===== config.mk =====
export PLATFORM = sky130hd
export DESIGN_NAME = uart_tx_framer
export DESIGN_NICKNAME = d
export VERILOG_FILES = /design/src/rtl/uart_tx_framer.sv
export SDC_FILE = /design/constraint.sdc
export NUM_CORES = 1
export LEC_CHECK = 0
export ABC_AREA = 1
export BUFFER_PORTS_ARGS = -buffer_cell sky130_fd_sc_hd__buf_4
export CAP_MARGIN = 5
export CORE_ASPECT_RATIO = 0.9
export CORE_MARGIN = 2
export CORE_UTILIZATION = 45
export CTS_CLUSTER_DIAMETER = 200
export DETAILED_ROUTE_END_ITERATION = 7
export PLACE_DENSITY = 0.72
export SYNTH_ARGS = -nofsm -noshare
export SYNTH_HDL_FRONTEND = slang
export SYNTH_SLANG_ARGS = --single-unit

===== constraint.sdc =====
create_clock -name clk -period 4.56 [get_ports clk]
set_input_delay 0.912 -clock clk [delete_from_list [all_inputs] [get_ports clk]]
set_output_delay 0.912 -clock clk [all_outputs]
set_load 0.005 [all_outputs]

===== src/rtl/uart_tx_framer.sv =====
`default_nettype none
// ============================================================================
// Module : uart_tx_framer
// UART transmitter with configurable width, parity and stop bits; a one-entry
// holding register lets frames go out back-to-back.
// Rev    : 1.0
// ============================================================================
module uart_tx_framer #(
    parameter int CLKS_PER_BIT = 13021,
    parameter int DATA_WIDTH   = 8,
    parameter int PARITY       = 0,
    parameter int STOP_BITS    = 1
) (
    input  logic                  clk,
    input  logic                  rst,
    input  logic                  s_valid,
    output logic                  s_ready,
    input  logic [DATA_WIDTH-1:0] s_data,
    output logic                  tx_line,
    output logic                  tx_active,
    output logic                  tx_done
);
    localparam int c_CW = $clog2(CLKS_PER_BIT);
    localparam int c_IW = $clog2(DATA_WIDTH);
    localparam logic [c_CW-1:0] c_CNT_LAST  = c_CW'(CLKS_PER_BIT - 1);
    localparam logic [c_IW-1:0] c_DATA_LAST = c_IW'(DATA_WIDTH - 1);
    localparam logic [c_IW-1:0] c_STOP_LAST = c_IW'(STOP_BITS - 1);

    typedef enum logic [2:0] {
        S_IDLE   = 3'd0,
        S_START  = 3'd1,
        S_DATA   = 3'd2,
        S_PARITY = 3'd3,
        S_STOP   = 3'd4
    } state_t;

    state_t                r_state;
    logic [c_CW-1:0]       r_cnt;
    logic [c_IW-1:0]       r_idx;
    logic [DATA_WIDTH-1:0] r_hold;
    logic                  r_hold_valid;
    logic [DATA_WIDTH-1:0] r_shift;
    logic                  r_par;
    logic                  r_tx_line;
    logic                  r_tx_active;
    logic                  r_tx_done;

    logic w_tc;
    logic w_load;

    assign w_tc   = (r_cnt == c_CNT_LAST);
    // Load from idle, or seamlessly on the last stop-bit terminal count.
    assign w_load = r_hold_valid &&
                    ((r_state == S_IDLE) ||
                     ((r_state == S_STOP) && w_tc && (r_idx == c_STOP_LAST)));

    always_ff @(posedge clk) begin
        if (rst) begin
            r_state      <= S_IDLE;
            r_cnt        <= '0;
            r_idx        <= '0;
            r_hold       <= '0;
            r_hold_valid <= 1'b0;
            r_shift      <= '0;
            r_par        <= 1'b0;
            r_tx_line    <= 1'b1;
            r_tx_active  <= 1'b0;
            r_tx_done    <= 1'b0;
        end else begin
            r_tx_done <= 1'b0;

            if (s_valid && !r_hold_valid) begin
                r_hold       <= s_data;
                r_hold_valid <= 1'b1;
            end

            if (w_load) begin
                r_hold_valid <= 1'b0;
                r_shift      <= r_hold;
                r_par        <= (PARITY == 2) ? ~^r_hold : ^r_hold;
            end

            if (r_state != S_IDLE) begin
                r_cnt <= w_tc ? '0 : r_cnt + 1'b1;
            end

            case (r_state)
                S_IDLE: begin
                    r_tx_line   <= 1'b1;
                    r_tx_active <= 1'b0;
                    r_cnt       <= '0;
                    r_idx       <= '0;
                    if (w_load) begin
                        r_state     <= S_START;
                        r_tx_line   <= 1'b0;
                        r_tx_active <= 1'b1;
                    end
                end
                S_START: begin
                    if (w_tc) begin
                        r_state   <= S_DATA;
                        r_idx     <= '0;
                        r_tx_line <= r_shift[0];
                    end
                end
                S_DATA: begin
                    if (w_tc) begin
                        if (r_idx == c_DATA_LAST) begin
                            r_idx <= '0;
                            if (PARITY != 0) begin
                                r_state   <= S_PARITY;
                                r_tx_line <= r_par;
                            end else begin
                                r_state   <= S_STOP;
                                r_tx_line <= 1'b1;
                            end
                        end else begin
                            r_idx     <= r_idx + 1'b1;
                            r_shift   <= r_shift >> 1;
                            r_tx_line <= r_shift[1];
                        end
                    end
                end
                S_PARITY: begin
                    if (w_tc) begin
                        r_state   <= S_STOP;
                        r_tx_line <= 1'b1;
                    end
                end
                S_STOP: begin
                    if (w_tc) begin
                        if (r_idx == c_STOP_LAST) begin
                            r_idx     <= '0;
                            r_tx_done <= 1'b1;
                            if (w_load) begin
                                r_state   <= S_START;
                                r_tx_line <= 1'b0;
                            end else begin
                                r_state     <= S_IDLE;
                                r_tx_line   <= 1'b1;
                                r_tx_active <= 1'b0;
                            end
                        end else begin
                            r_idx <= r_idx + 1'b1;
                        end
                    end
                end
                default: begin
                    r_state     <= S_IDLE;
                    r_tx_line   <= 1'b1;
                    r_tx_active <= 1'b0;
                    r_cnt       <= '0;
                    r_idx       <= '0;
                end
            endcase
        end
    end

    assign s_ready   = !r_hold_valid;
    assign tx_line   = r_tx_line;
    assign tx_active = r_tx_active;
    assign tx_done   = r_tx_done;

endmodule
`default_nettype wire


==> impl_results.md <==
- Bufs and invs on worst path: 3
- CP max stage delay: 410 ps
- Endpoint required time on the critical path: 4800 ps
- Final TNS setup: 0 ps
- Number of inserted diodes: 0
- Die area: 5280 sq um
- Number of buffers between clock root and the deepest sink: 2
- Core area: between 4000 and 5000 sq um
- Number of failing hold endpoints at the final stage: 0
- Async SR Flop Fraction: 0
- Most used cell along the critical path: sky130_fd_sc_hd__inv_1
- Largest net degree at the start of global routing: 17
- Synthesized area per cell: 6.50 sq um
- Number of nets with antenna violations after routing: 0
- Element type at the critical path end: flop
- Power per unit of standard cell area: 434 nW/um^2
- Distinct cell type count after synthesis: 26
- Congestion Overflow GR: 0
- Global Route Usage Sum: 0.189
- Utilization after layout: 0.529
- Remaining max-slew budget at the tightest pin: 0.661
- Wire length of the first global-routing pass: around 7900 microns
- Sequential share of the synthesized area: 0.378
- Top cells by instance count after synthesis: 74 x sky130_fd_sc_hd__nand2_1, 62 x sky130_fd_sc_hd__nor2_1, 41 x sky130_fd_sc_hd__inv_1
- Slowest stage cell on the critical path: sky130_fd_sc_hd__dfxtp_1
- RSZ-0062 raised after global routing: no
- Result of the run: finished, final reports clean
- Yosys warning count: 0
- Total length of routed wires: between 4000 and 5000 microns
- Iter 0 DRT Violations: 152
- Post-synth top flop: sky130_fd_sc_hd__dfxtp_1
- Post-detailed-placement half-perimeter wirelength: roughly 3400 microns
- Syn Nets: 342
- Final clock skew: around 9 ps
- Area added between synthesis and finish: 12.0%
- Via-to-Cell Ratio: 4.99
- Total via count after detailed routing: 2019
- Final routed DRC violation total: 0
- Type of the worst setup path: flop to flop
- Antenna violations before repair: 0
- Share of Yosys cell area claimed by the top area cell type: 0.378
- Clock latency on the worst-skew pair: 300 ps
- Highest achievable clock rate: 483 MHz
- Synthesized flop and latch total: 40
- Highest ir drop seen on vdd: about 0.27 mV
- Number of enable-type register cells in the synthesized netlist: 0
- Main area contributors after synthesis: sky130_fd_sc_hd__dfxtp_1 38%, sky130_fd_sc_hd__nand2_1 13%, sky130_fd_sc_hd__nor2_1 11%
- Total chip power: 1.03 mW
- Critical-path cell list: inv_1 > nand2_1 > inv_1 > nor2_1 > nand3_1 > inv_1 > o21ai_0 > a21oi_1
- Cts repair resizes: 0
- Standby leakage power: 1.09 nW
- Least-Margin Pin Slew: about 510 ps
- Die W: 76.3 microns
- Worst-case hold slack: 487 ps
- CTS tree: done
- Min Clock Period, post-route: 2070 ps
- Postcts setup bufs: 0
- Clock-pin slew reported for the worst setup and hold paths after clock tree synthesis: 80 ps
- Num ports: 15
- Quantity of hold-fixing buffers added after cts: 0
- Sink count of the clock tree: 40
- Tightest Hold Check Type: flop to flop
- Root buffer selected by CTS: sky130_fd_sc_hd__clkbuf_8
- First-pass iteration count of the detailed router: 4
- Max-cap violations: 0
- Startpoint kind of the worst setup timing path: flop
- Max Slew Vio Count: 0
- Data arrival time at the worst-slack endpoint: 2310 ps
- Count of H-tree levels built during CTS: 2
- Mean routed wirelength per cell: around 11 microns
- Number of port buffers: 14
- Std cell rows: 23
- Total setup violations reported at the end of the flow: 0
- Chip Height: 69.1 microns
- Fraction of final layout cells sized beyond drive strength 1: 0.0991
- Cell area after synthesis: 2120 sq um
- Final net count: 358
- Final GP Congestion: 0.915
- Via count of the first global-routing pass: 1702
- Max FO, Critical Path: 12
- Kind of cell with the highest combined delay on the critical path: simple AND/OR/NAND/NOR gates
- CTS buffer count: 5
- Largest area contributor in the synthesized netlist: sky130_fd_sc_hd__dfxtp_1
- Synthesized netlist cell count: about 330
- Most common cell in the synthesized netlist: sky130_fd_sc_hd__nand2_1
- Starting utilization of the core area: 0.472
- Final period utilization: 0.454
## state kept, by name, indices dropped and copies added (netlist names)
signal,flops
r_hold_valid,1
tx_done,1
r_hold,8
r_state,3
r_shift,8
r_cnt,14
r_idx,3
tx_active,1
tx_line,1
## metal layers
metal / vias up / wire length, microns / track usage / part of all wire
li1: 1071 / - / - / -
met1: 877 / 2450 / 0.296 / 0.53
met2: 65 / 1740 / 0.240 / 0.38
met3: 6 / 372 / 0.0458 / 0.080
met4: 0 / 70 / 0.0788 / 0.015
met5: - / 0 / 0 / 0
## layout make-up
type	count	area, sq um
tap	62	77.6
multi-input combinational	238	1120
clock buffer	5	68.8
sequential	40	801
timing repair buffer	14	105
inverter	43	161
clock inverter	3	42.5
fill	471	2110
## per-stage QoR
step,instance area (sq um),setup slack [ps],instances
6_report,2370,2490,405
5_1_grt,2370,2170,405
4_1_cts,2370,2520,405
3_5_place_dp,2260,2290,397
3_3_place_gp,2260,2350,397
2_1_floorplan,2120,2890,326
## worst reg2reg max path, stage by stage (launching register included)
cell and delay (ps):
sky130_fd_sc_hd__dfxtp_1 410, sky130_fd_sc_hd__inv_1 90, sky130_fd_sc_hd__nand2_1 340, sky130_fd_sc_hd__inv_1 250
sky130_fd_sc_hd__nor2_1 220, sky130_fd_sc_hd__nand3_1 290, sky130_fd_sc_hd__inv_1 200, sky130_fd_sc_hd__o21ai_0 100
sky130_fd_sc_hd__a21oi_1 110
## final timing paths
check	start	to	slack, ps	cells past startpoint
setup reg to reg	r_state[2]$_SDFFE_PP0P_	r_cnt[5]$_SDFFE_PP0P_	2490	8
setup / recovery	r_state[2]$_SDFFE_PP0P_	r_cnt[5]$_SDFFE_PP0P_	2490	8
hold reg to reg	r_hold[4]$_SDFFE_PP0P_	r_hold[4]$_SDFFE_PP0P_	490	2
hold / removal	r_hold[4]$_SDFFE_PP0P_	r_hold[4]$_SDFFE_PP0P_	490	2
## power breakdown
part / switching (mW) / internal (mW) / total, mW
Clock: 0.130 / 0.162 / 0.292
Combinational: 0.212 / 0.100 / 0.313
Sequential: 0.0341 / 0.393 / 0.427
## layout by cell type, fill, tap and decap left out
cell	synthesis	routed
sky130_fd_sc_hd__nor4_1	1	1
sky130_fd_sc_hd__nand4_1	7	7
sky130_fd_sc_hd__clkbuf_8	0	5
sky130_fd_sc_hd__buf_4	1	14
sky130_fd_sc_hd__clkinvlp_4	0	1
sky130_fd_sc_hd__a21oi_1	13	13
sky130_fd_sc_hd__bufinv_16	0	1
sky130_fd_sc_hd__nor2_4	1	1
sky130_fd_sc_hd__nor2_2	4	4
sky130_fd_sc_hd__or2_1	1	1
sky130_fd_sc_hd__nand3b_1	1	1
sky130_fd_sc_hd__xor2_1	2	2
sky130_fd_sc_hd__dfxtp_1	40	40
sky130_fd_sc_hd__nand3_1	26	26
sky130_fd_sc_hd__inv_1	41	41
sky130_fd_sc_hd__nand2_1	74	74
sky130_fd_sc_hd__nand2_2	4	4
sky130_fd_sc_hd__o21ai_0	17	17
sky130_fd_sc_hd__a211oi_1	3	3
sky130_fd_sc_hd__clkinv_2	0	1
sky130_fd_sc_hd__inv_2	1	1
sky130_fd_sc_hd__nand3_2	2	2
sky130_fd_sc_hd__clkinv_1	1	1
sky130_fd_sc_hd__ha_1	5	5
sky130_fd_sc_hd__a21boi_0	2	2
sky130_fd_sc_hd__nor3_1	13	13
sky130_fd_sc_hd__nor2_1	62	62
## logic make-up after synthesis
| kind of cell | synth area share |
|---|---|
| AND/OR/NAND/NOR | 0.401 |
| buffers and inverters | 0.0944 |
| flip-flops | 0.378 |
| AO/OA/AOI/OAI | 0.0885 |
| adder cells (fa/ha/maj) | 0.0295 |
| XOR/XNOR | 0.00827 |
(Power assumes the default switching activity.)
